File: src/rtl/dmem_arb_pkg.sv
// rtl/dmem_arb_pkg.sv - shared types and default widths for the data-memory arbiter
//
// Purpose: encodings for the memory access op, arbiter state and requester id.
// Ports: none (package).

package dmem_arb_pkg;

  localparam int unsigned AW_DEF   = 12;
  localparam int unsigned DW_DEF   = 32;
  localparam int unsigned SL_OP_W  = 4;

  // Store/load op as seen by data_memory; 0 means "no access".
  typedef enum logic [SL_OP_W-1:0] {
    SL_NONE = 4'd0,
    SL_SB   = 4'd1,
    SL_SH   = 4'd2,
    SL_SW   = 4'd3,
    SL_LB   = 4'd4,
    SL_LH   = 4'd5,
    SL_LW   = 4'd6,
    SL_LBU  = 4'd7,
    SL_LHU  = 4'd8
  } sl_op_e;

  typedef enum logic {
    FREE  = 1'b0,
    LOCK1 = 1'b1
  } arb_state_e;

  typedef enum logic {
    P0 = 1'b0,
    P1 = 1'b1
  } port_id_e;

endpackage

File: src/rtl/dmem_arb_rsp_pipe.sv
// rtl/dmem_arb_rsp_pipe.sv - read response tracker routing memory data back to its owner
//
// Purpose: MEM_LAT-deep shift register of {valid, port id}; the last stage
// selects which requester sees mem_rdata_i. Read data is forced to 0 whenever
// the corresponding rvalid is low.
// Ports:
//   clk_i, rst_ni          clock, synchronous active-low reset
//   issue_i                a read was accepted this cycle
//   issue_port_i           owner of that read (0 = port 0, 1 = port 1)
//   mem_rdata_i            data returned by data_memory
//   p0_rvalid_o/p0_rdata_o response to port 0
//   p1_rvalid_o/p1_rdata_o response to port 1

module dmem_arb_rsp_pipe
  import dmem_arb_pkg::*;
#(
  parameter int unsigned DW      = DW_DEF,
  parameter int unsigned MEM_LAT = 1
) (
  input  logic          clk_i,
  input  logic          rst_ni,
  input  logic          issue_i,
  input  logic          issue_port_i,
  input  logic [DW-1:0] mem_rdata_i,
  output logic          p0_rvalid_o,
  output logic [DW-1:0] p0_rdata_o,
  output logic          p1_rvalid_o,
  output logic [DW-1:0] p1_rdata_o
);

  logic [MEM_LAT-1:0] vld_q;
  logic [MEM_LAT-1:0] pid_q;
  logic               out_vld;
  port_id_e           out_port;

  always_ff @(posedge clk_i) begin
    if (!rst_ni) begin
      vld_q <= '0;
      pid_q <= '0;
    end else begin
      vld_q[0] <= issue_i;
      pid_q[0] <= issue_port_i;
      for (int i = 1; i < MEM_LAT; i++) begin
        vld_q[i] <= vld_q[i-1];
        pid_q[i] <= pid_q[i-1];
      end
    end
  end

  // Gating with rst_ni drops a response that would land in a reset cycle.
  assign out_vld  = vld_q[MEM_LAT-1] & rst_ni;
  assign out_port = port_id_e'(pid_q[MEM_LAT-1]);

  assign p0_rvalid_o = out_vld & (out_port == P0);
  assign p1_rvalid_o = out_vld & (out_port == P1);
  assign p0_rdata_o  = p0_rvalid_o ? mem_rdata_i : '0;
  assign p1_rdata_o  = p1_rvalid_o ? mem_rdata_i : '0;

endmodule

File: src/rtl/dmem_arbiter.sv
// rtl/dmem_arbiter.sv - two-port arbiter in front of the single data_memory port
//
// Purpose: grants at most one of port 0 (core MEM stage) and port 1
// (debug/boot loader) per cycle, drives data_memory from the winner and routes
// read data back after MEM_LAT cycles. Port 1 may lock the bus for bursts.
// Default arbitration: port 0 priority, with port 1 forced through after
// MAX_WAIT refused cycles. Defining DMEM_ARB_RR_EN switches the FREE-state
// choice to round-robin on a last-granted pointer and removes the wait counter.
// Ports:
//   clk_i, rst_ni                           clock, synchronous active-low reset
//   pN_req_i/we_i/addr_i/wdata_i/sl_op_i/ls_op_i  requester N access fields
//   pN_gnt_o                                 request N accepted this cycle
//   pN_rvalid_o/pN_rdata_o                   read response to requester N
//   p1_lock_i                                keep bus for port 1 after this grant
//   mem_addr_o/wdata_o/wren_o/sl_op_o/ls_op_o  to data_memory
//   mem_rdata_i                              from data_memory

module dmem_arbiter
  import dmem_arb_pkg::*;
#(
  parameter int unsigned AW       = AW_DEF,
  parameter int unsigned DW       = DW_DEF,
  parameter int unsigned MEM_LAT  = 1,
  parameter int unsigned MAX_WAIT = 8
) (
  input  logic          clk_i,
  input  logic          rst_ni,
  input  logic          p0_req_i,
  input  logic          p0_we_i,
  input  logic [AW-1:0] p0_addr_i,
  input  logic [DW-1:0] p0_wdata_i,
  input  logic [3:0]    p0_sl_op_i,
  input  logic          p0_ls_op_i,
  output logic          p0_gnt_o,
  output logic          p0_rvalid_o,
  output logic [DW-1:0] p0_rdata_o,
  input  logic          p1_req_i,
  input  logic          p1_we_i,
  input  logic [AW-1:0] p1_addr_i,
  input  logic [DW-1:0] p1_wdata_i,
  input  logic [3:0]    p1_sl_op_i,
  input  logic          p1_ls_op_i,
  input  logic          p1_lock_i,
  output logic          p1_gnt_o,
  output logic          p1_rvalid_o,
  output logic [DW-1:0] p1_rdata_o,
  output logic [AW-1:0] mem_addr_o,
  output logic [DW-1:0] mem_wdata_o,
  output logic          mem_wren_o,
  output logic [3:0]    mem_sl_op_o,
  output logic          mem_ls_op_o,
  input  logic [DW-1:0] mem_rdata_i
);

  arb_state_e state_q, state_d;
  logic       gnt0, gnt1;
  logic       p1_wins;   // port 1 takes the bus in FREE state this cycle

`ifdef DMEM_ARB_RR_EN
  port_id_e last_q;

  // Reset to P1 so the first contention goes to port 0.
  always_ff @(posedge clk_i) begin
    if (!rst_ni) begin
      last_q <= P1;
    end else if (gnt0) begin
      last_q <= P0;
    end else if (gnt1) begin
      last_q <= P1;
    end
  end

  assign p1_wins = p1_req_i & (~p0_req_i | (last_q == P0));
`else
  localparam int unsigned WCW = $clog2(MAX_WAIT + 1);

  logic [WCW-1:0] wait_cnt_q;

  always_ff @(posedge clk_i) begin
    if (!rst_ni) begin
      wait_cnt_q <= '0;
    end else if (!p1_req_i || gnt1) begin
      wait_cnt_q <= '0;
    end else if (wait_cnt_q != WCW'(MAX_WAIT)) begin
      wait_cnt_q <= wait_cnt_q + 1'b1;
    end
  end

  assign p1_wins = p1_req_i & (~p0_req_i | (wait_cnt_q == WCW'(MAX_WAIT)));
`endif

  always_ff @(posedge clk_i) begin
    if (!rst_ni) begin
      state_q <= FREE;
    end else begin
      state_q <= state_d;
    end
  end

  // Grants are withheld while rst_ni is low so nothing reaches memory in reset.
  // In LOCK1 port 0 is never granted, so a lock release leaves port 0 waiting
  // until the following cycle.
  always_comb begin
    state_d = state_q;
    gnt0    = 1'b0;
    gnt1    = 1'b0;
    if (rst_ni) begin
      case (state_q)
        FREE: begin
          if (p1_wins) begin
            gnt1 = 1'b1;
            if (p1_lock_i) begin
              state_d = LOCK1;
            end
          end else if (p0_req_i) begin
            gnt0 = 1'b1;
          end
        end
        LOCK1: begin
          if (!p1_req_i) begin
            state_d = FREE;
          end else begin
            gnt1 = 1'b1;
            if (!p1_lock_i) begin
              state_d = FREE;
            end
          end
        end
        default: state_d = FREE;
      endcase
    end
  end

  assign p0_gnt_o = gnt0;
  assign p1_gnt_o = gnt1;

  always_comb begin
    mem_addr_o  = p0_addr_i;
    mem_wdata_o = '0;
    mem_wren_o  = 1'b0;
    mem_sl_op_o = SL_NONE;
    mem_ls_op_o = 1'b0;
    if (gnt1) begin
      mem_addr_o  = p1_addr_i;
      mem_wdata_o = p1_wdata_i;
      mem_wren_o  = p1_we_i;
      mem_sl_op_o = p1_sl_op_i;
      mem_ls_op_o = p1_ls_op_i;
    end else if (gnt0) begin
      mem_addr_o  = p0_addr_i;
      mem_wdata_o = p0_wdata_i;
      mem_wren_o  = p0_we_i;
      mem_sl_op_o = p0_sl_op_i;
      mem_ls_op_o = p0_ls_op_i;
    end
  end

  logic rd_issue;
  assign rd_issue = (gnt0 & ~p0_we_i) | (gnt1 & ~p1_we_i);

  dmem_arb_rsp_pipe #(
    .DW      (DW),
    .MEM_LAT (MEM_LAT)
  ) u_rsp_pipe (
    .clk_i        (clk_i),
    .rst_ni       (rst_ni),
    .issue_i      (rd_issue),
    .issue_port_i (gnt1),
    .mem_rdata_i  (mem_rdata_i),
    .p0_rvalid_o  (p0_rvalid_o),
    .p0_rdata_o   (p0_rdata_o),
    .p1_rvalid_o  (p1_rvalid_o),
    .p1_rdata_o   (p1_rdata_o)
  );

endmodule

File: config.mk
export PLATFORM = sky130hd
export DESIGN_NAME = dmem_arbiter
export DESIGN_NICKNAME = d
export VERILOG_FILES = /design/src/rtl/dmem_arb_pkg.sv /design/src/rtl/dmem_arb_rsp_pipe.sv /design/src/rtl/dmem_arbiter.sv
export SDC_FILE = /design/constraint.sdc
export NUM_CORES = 1
export LEC_CHECK = 0
export ABC_AREA = 1
export CAP_MARGIN = 20
export CORE_MARGIN = 10
export CORE_UTILIZATION = 23
export DETAILED_ROUTE_END_ITERATION = 6
export HOLD_SLACK_MARGIN = 0.15
export PLACE_DENSITY = 0.82
export SYNTH_ARGS = -nofsm -noshare
export SYNTH_HDL_FRONTEND = slang
export SYNTH_SLANG_ARGS = --single-unit
File: constraint.sdc
create_clock -name clk_i -period 2.05 [get_ports clk_i]
set_input_delay 0.615 -clock clk_i [delete_from_list [all_inputs] [get_ports clk_i]]
set_output_delay 0.615 -clock clk_i [all_outputs]
set_load 0.005 [all_outputs]
==> results of run 1 <==
-- power breakdown --
group | switching [mW] | total, mW | internal [mW]
Sequential | 0.00384 | 0.145 | 0.141
Combinational | 0.329 | 0.833 | 0.504
Clock | 0.0659 | 0.198 | 0.132
-- Yosys cell counts --
| master | n | area share [%] |
|---|---|---|
| ha_1 | 2 | 1.5 |
| buf_6 | 6 | 4.1 |
| xor2_1 | 2 | 1.1 |
| dfxtp_1 | 7 | 8.5 |
| a21oi_1 | 1 | 0.30 |
| inv_1 | 43 | 9.8 |
| nand3_2 | 10 | 6.1 |
| nand2_4 | 1 | 0.68 |
| nand4_1 | 2 | 0.76 |
| buf_2 | 7 | 2.1 |
| clkbuf_1 | 6 | 1.4 |
| nand3_1 | 83 | 25 |
| nand3_4 | 2 | 2.1 |
| nor2_1 | 68 | 16 |
| inv_2 | 2 | 0.46 |
| and2_1 | 1 | 0.38 |
| buf_12 | 1 | 1.2 |
| nand2_1 | 67 | 15 |
| nand2_2 | 1 | 0.38 |
| and3_1 | 1 | 0.38 |
| buf_4 | 6 | 2.7 |
-- critical path: stages, from the launching register on --
cell	delay, ns
dfxtp_2	0.32
inv_2	0.06
ha_4	0.14
nand3_4	0.08
buf_6	0.14
nand2_4	0.07
nand2_8	0.07
buf_6	0.13
buf_6	0.12
nand3_2	0.06
nand2_1	0.05
buf_2	0.12
-- sequential cells by signal, indices dropped and copies added (netlist names) --
signal	cells
u_rsp_pipe.vld_q	1
wait_cnt_q	4
state_q	1
u_rsp_pipe.out_port	1
-- metrics by stage --
stage,hold slack (ns),total power [mW],setup slack [ns],util (%)
floorplan,0.4297,0.3467,0.2326,-
global placement,0.5053,0.8208,-0.8312,63.75
detailed placement,0.5201,0.8313,-0.8761,63.75
CTS,0.5179,1.151,-0.1806,72.20
global route,0.5434,1.245,-0.2552,71.40
finish,0.5186,1.176,-0.1654,71.40
-- metal layers --
layer / GRT usage, % / up-vias / wire length [um]
li1: - / 1570 / -
met2: 42.03 / 153 / 7188
met5: 0 / - / 0
met3: 4.791 / 18 / 917
met4: 5.392 / 0 / 257
met1: 23.01 / 1480 / 4918
-- repair_timing --
action,CTS,global route
setup buffers,19,1
cloned,14,1
pin swaps,19,11
endpoints found under the setup margin,118,92
resized for setup,500,82
-- layout make-up --
cell class	count	share of cell area, %
well taps	96	2.449
clock buffers	3	0.8418
repair buffers	307	58.24
clock inverters	1	0.1020
multi-input cells	242	31.86
inverters	45	3.597
flip-flops and latches	7	2.908
-- cell families (layout without fill, tap and decap cells) --
group,Yosys count,in the layout,synth area share [%]
AO/OA/AOI/OAI,1,1,0.3037
AND/OR/NAND/NOR,236,237,66.79
buffers and inverters,71,356,21.81
XOR/XNOR,2,2,1.064
adder cells (fa/ha/maj),2,2,1.520
flip-flops,7,7,8.510
-- how the worst max path moves through the flow --
stage,slack [ns],end,start
3_3_place_gp,-0.83,mem_wdata_o[21],rst_ni
6_report,-0.17,mem_sl_op_o[1],wait_cnt_q[1]$_SDFFE_PP0N_
2_1_floorplan,0.23,p0_gnt_o,rst_ni
4_1_cts,-0.18,mem_wdata_o[21],wait_cnt_q[1]$_SDFFE_PP0N_
5_1_grt,-0.26,mem_ls_op_o,wait_cnt_q[1]$_SDFFE_PP0N_
3_5_place_dp,-0.88,mem_wdata_o[5],rst_ni
==> metrics.yaml, run 1 <==
final.min_clock_period_ns: 2.215
drtIter0Drc: 114
r2r_start: "wait_cnt_q[1]$_SDFFE_PP0N_"
fin_worst_skew_ns: 0.0004041
crit_fanout: 5
gp_congestion: 0.8660
dpl.cell_count: 666
cap_violations: 0
htree_levels: 1
avgSynthCellArea_um2: 5.162
clockRootBuffer: "clkbuf_8"
status: "finished, violations left"
firstDrtPassIters: 5
worst_slew_pin_slew_ns: 0.1995
grt_pass1_wl_um: 19410
synth_area_um2: 1647
rsz0062_at_grt: "yes"
arrival_ns: 1.60
post_drt_wl_per_cell_um: 18.95
antenna_left: 0
dieArea_um2: 10940
final_cell_mix: "clkdlybuf4s50_1, buf_2, nor2_1, nand3_2, nand2_1"
io_pins: 255
insertion_delay_ns: 0.23
slew_viol_final: 0
start_util_pct: 23.97
synth-seq-cells: 7
synth.distinct_cells: 21
grt_usage_pct: 21.71
finalHoldViolations: 0
peakVddDrop_mv: 0.2889
report.final.setup_viol: 51
r2r_cells: 11
violations: "setup timing"
fin_crit_sh_pct: 108.1
powerDensity_nw_per_um2: 239.7
stdcell_count: 701
fillers: 576
relSlewSlack_pct: 86.68
multi_input_comb_area_um2: 1563
nNetsFinal: 745
final_common_cell: "clkdlybuf4s50_1"
grt_max_degree: 20
drive_above_1_share_pct: 44.46
antenna_cells: 0
antenna_found_initial: 0
cts_hold_buf: 0
grt_pass1_vias: 3396
dieWidth_um: 104.6
yosys_warnings: 0
io_buffer_count: 254
timing.final.ws_setup_ns: -0.1654
leakagePower_nw: 2.588
cts_tree: "yes"
viasPerCell: 4.595
reg2reg_slack_ns: 0.55
drc: 0
endpoint_kind: "primary output"
synth_seq_area_share_pct: 8.511
fmax_mhz: 451.4
hold_depth: 2
cts_buffers: 3
hold_class: "reg -> reg"
fp.coreArea_um2: 6869
hp-start: "wait_cnt_q[0]$_SDFFE_PP0N_"
grt-ovfl-total: 0
whs_endpoint: "wait_cnt_q[0]$_SDFFE_PP0N_"
die_h_um: 104.6
syn_nets: 458
reg2reg_to: "u_rsp_pipe.vld_q$_SDFF_PN0_"
worst_ep_required_time_ns: 1.43
seq_area_um2: 142.6
num_vias: 3221
final_area_um2: 4905
critPathKind: "reg -> out"
dp_hpwl_um: 9405
clock_path_buffers: 2
num_rows: 30
wirelength_um: 13280
startpoint_type: "flop"
syn-instance-count: 319
cts_sinks: 7
syn_to_final_growth_pct: 197.9
setup_tns_ns: -5.115
place_area_um2: 4379
clk_pin_slew_ns: 0.04
Note: power is estimated with default switching activity, not from simulation.
==> run 2: changes to the inputs <==
CTS_CLUSTER_DIAMETER = 200   (was not set)
==> results of run 2 <==
Final layout, timing and power as in run 1 (identical DEF).
==> run 3: changes to the inputs <==
PLACE_DENSITY = 0.87   (was 0.82)
==> metrics.yaml, run 3 (synthesized netlist as in run 1, its figures left out) <==
viasPerCell: 4.819  # +4.9%
grt_usage_pct: 23.12  # +1.4 points
drc: 0  # unchanged
largest_reg_flops: 4  # unchanged
report.final.setup_viol: 51  # unchanged
start_util_pct: 23.97  # unchanged
antenna_found_initial: 0  # unchanged
finalHoldViolations: 0  # unchanged
fillers: 514  # -11%
hold_depth: 2  # unchanged
grt_use_met1_pct: 22.03  # -0.99 points
powerDensity_nw_per_um2: 244.7  # +2.1%
cap_violations: 0  # unchanged
r2r_cells: 9  # -2
hold_class: "reg -> reg"
gp_congestion: 0.8656  # about the same
endpoint_kind: "primary output"
cts_tree: "yes"
setup_tns_ns: -4.991  # +0.1238 ns
fmax_mhz: 444.2  # -1.6%
fin_crit_sh_pct: 109.8  # +1.8 points
firstDrtPassIters: 5  # unchanged
total_power_mw: 1.243  # +5.7%
grt-ovfl-total: 0  # unchanged
dp_hpwl_um: 9680  # +2.9%
cts_sinks: 7  # unchanged
reg2reg_slack_ns: 0.60  # +0.05 ns
num_vias: 3436  # +6.7%
cts_buffers: 3  # unchanged
hp-start: "wait_cnt_q[0]$_SDFFE_PP0N_"
reg2reg_to: "state_q$_SDFF_PN0_"
clock_path_buffers: 2  # unchanged
grt_max_degree: 34  # +70%
status: "finished, violations left"
fin_worst_skew_ns: 0.0002757  # -0.0001283 ns
violations: "setup timing"
nNetsFinal: 757  # +1.6%
fp.coreArea_um2: 6869  # unchanged
critPathKind: "reg -> out"
fin_util_pct: 73.95  # +2.5 points
leakagePower_nw: 2.644  # +2.2%
dieArea_um2: 10940  # unchanged
slew_viol_final: 0  # unchanged
arrival_ns: 1.64  # +0.04 ns
crit_fanout: 6  # +1
die_h_um: 104.6  # unchanged
peakVddDrop_mv: 0.2294  # -21%
r2r_start: "wait_cnt_q[0]$_SDFFE_PP0N_"
startpoint_type: "flop"
met2_usage_pct: 45.30  # +3.3 points
worst_slew_pin_slew_ns: 0.1986  # -0.0008860 ns
final.min_clock_period_ns: 2.251  # +0.03591 ns
gr-usage-met3_pct: 6.204  # +1.4 points
worst_ep_required_time_ns: 1.43  # about the same
num_rows: 30  # unchanged
io_buffer_count: 254  # unchanged
busiest_layer: "met2"
timing.final.ws_setup_ns: -0.2013  # -0.03591 ns
whs_endpoint: "wait_cnt_q[0]$_SDFFE_PP0N_"
cts_hold_buf: 0  # unchanged
syn_to_final_growth_pct: 208.5
antenna_left: 0  # unchanged
clockRootBuffer: "clkbuf_8"
grt_pass1_wl_um: 20440  # +5.3%
antenna_cells: 0  # unchanged
top_register: "wait_cnt_q"
final_common_cell: "clkdlybuf4s50_1"
io_pins: 255  # unchanged
dieWidth_um: 104.6  # unchanged
rsz0062_at_grt: "yes"
drive_above_1_share_pct: 47.81  # +3.3 points
insertion_delay_ns: 0.23  # about the same
drtIter0Drc: 116  # +1.8%
final_area_um2: 5080  # +3.6%
wirelength_um: 14600  # +9.9%
clk_pin_slew_ns: 0.04  # about the same
htree_levels: 1  # unchanged
relSlewSlack_pct: 86.72  # about the same
place_area_um2: 4385  # +0.14%
grt_pass1_vias: 3709  # +9.2%
post_drt_wl_per_cell_um: 20.47  # +8.1%
final_cell_mix: "clkdlybuf4s50_1, buf_2, nor2_1, nand3_2, nand2_1"
-- run 3: cell types whose count changed in the layout (fill, tap and decap cells not counted), moves of 3 or more --
cell / delta
buf_4: +4
buf_6: +18
clkbuf_2: -6
nand2_1: -9
nand2_2: +11
nand3_1: -10
nand3_2: +5
nand3_4: +5
nor2_1: +3
-- run 3: critical path, stage by stage (launching register included) --
cell and delay [ns]:
dfxtp_2 0.33, inv_2 0.04, ha_4 0.16, nand3_4 0.08, nand3_4 0.13, buf_6 0.16, buf_6 0.11, buf_8 0.13
nand3_2 0.08, nand2_1 0.06, buf_2 0.13
-- run 3: stage by stage --
stage	hold WS, ns	setup WS, ns	std cells
final	0.5212	-0.2013	713
after global routing	0.5379	-0.2512	713
after CTS	0.5216	-0.1827	714
after detailed placement	0.5243	-0.8471	665
after global placement	0.5046	-0.8271	665
after floorplan	0.4297	0.2326	319
-- run 3: worst max path at each step --
stage	to	slack, ns	startpoint	cells past startpoint
after CTS	mem_wdata_o[28]	-0.18	wait_cnt_q[1]$_SDFFE_PP0N_	11
final	mem_wdata_o[7]	-0.20	wait_cnt_q[0]$_SDFFE_PP0N_	10
after floorplan	p0_gnt_o	0.23	rst_ni	4
after global routing	mem_wdata_o[7]	-0.25	wait_cnt_q[0]$_SDFFE_PP0N_	10
after global placement	mem_wdata_o[21]	-0.83	rst_ni	6
after detailed placement	mem_ls_op_o	-0.85	rst_ni	6
-- run 3: what timing repair did --
action,in CTS,in global routing
cloned,14,0
gates resized for setup,534,88
setup endpoints to repair,118,85
setup buffers,31,5
pin swaps,26,26
-- run 3: area by class of cell --
class / instances / area (um^2) / area share, %
well taps: 96 / 120.1 / 2.365
flip-flops and latches: 7 / 142.6 / 2.808
clock buffers: 4 / 45.04 / 0.8867
inverters: 45 / 171.4 / 3.374
repair buffers: 319 / 2959 / 58.25
multi-input cells: 242 / 1642 / 32.32
-- run 3: metal layers --
| metal | wire length (um) | vias up |
|---|---|---|
| met5 | 0 | - |
| met4 | 550 | 0 |
| met3 | 955 | 45 |
| met2 | 8114 | 177 |
| met1 | 4975 | 1616 |
| li1 | - | 1598 |
-- run 3: report_power, final --
group / internal, mW / leakage, nW / switching, mW
clock: 0.135 / 0.0228 / 0.0661
sequential: 0.141 / 0.0579 / 0.00334
combinational: 0.533 / 2.56 / 0.365
total: 0.808 / 2.64 / 0.435
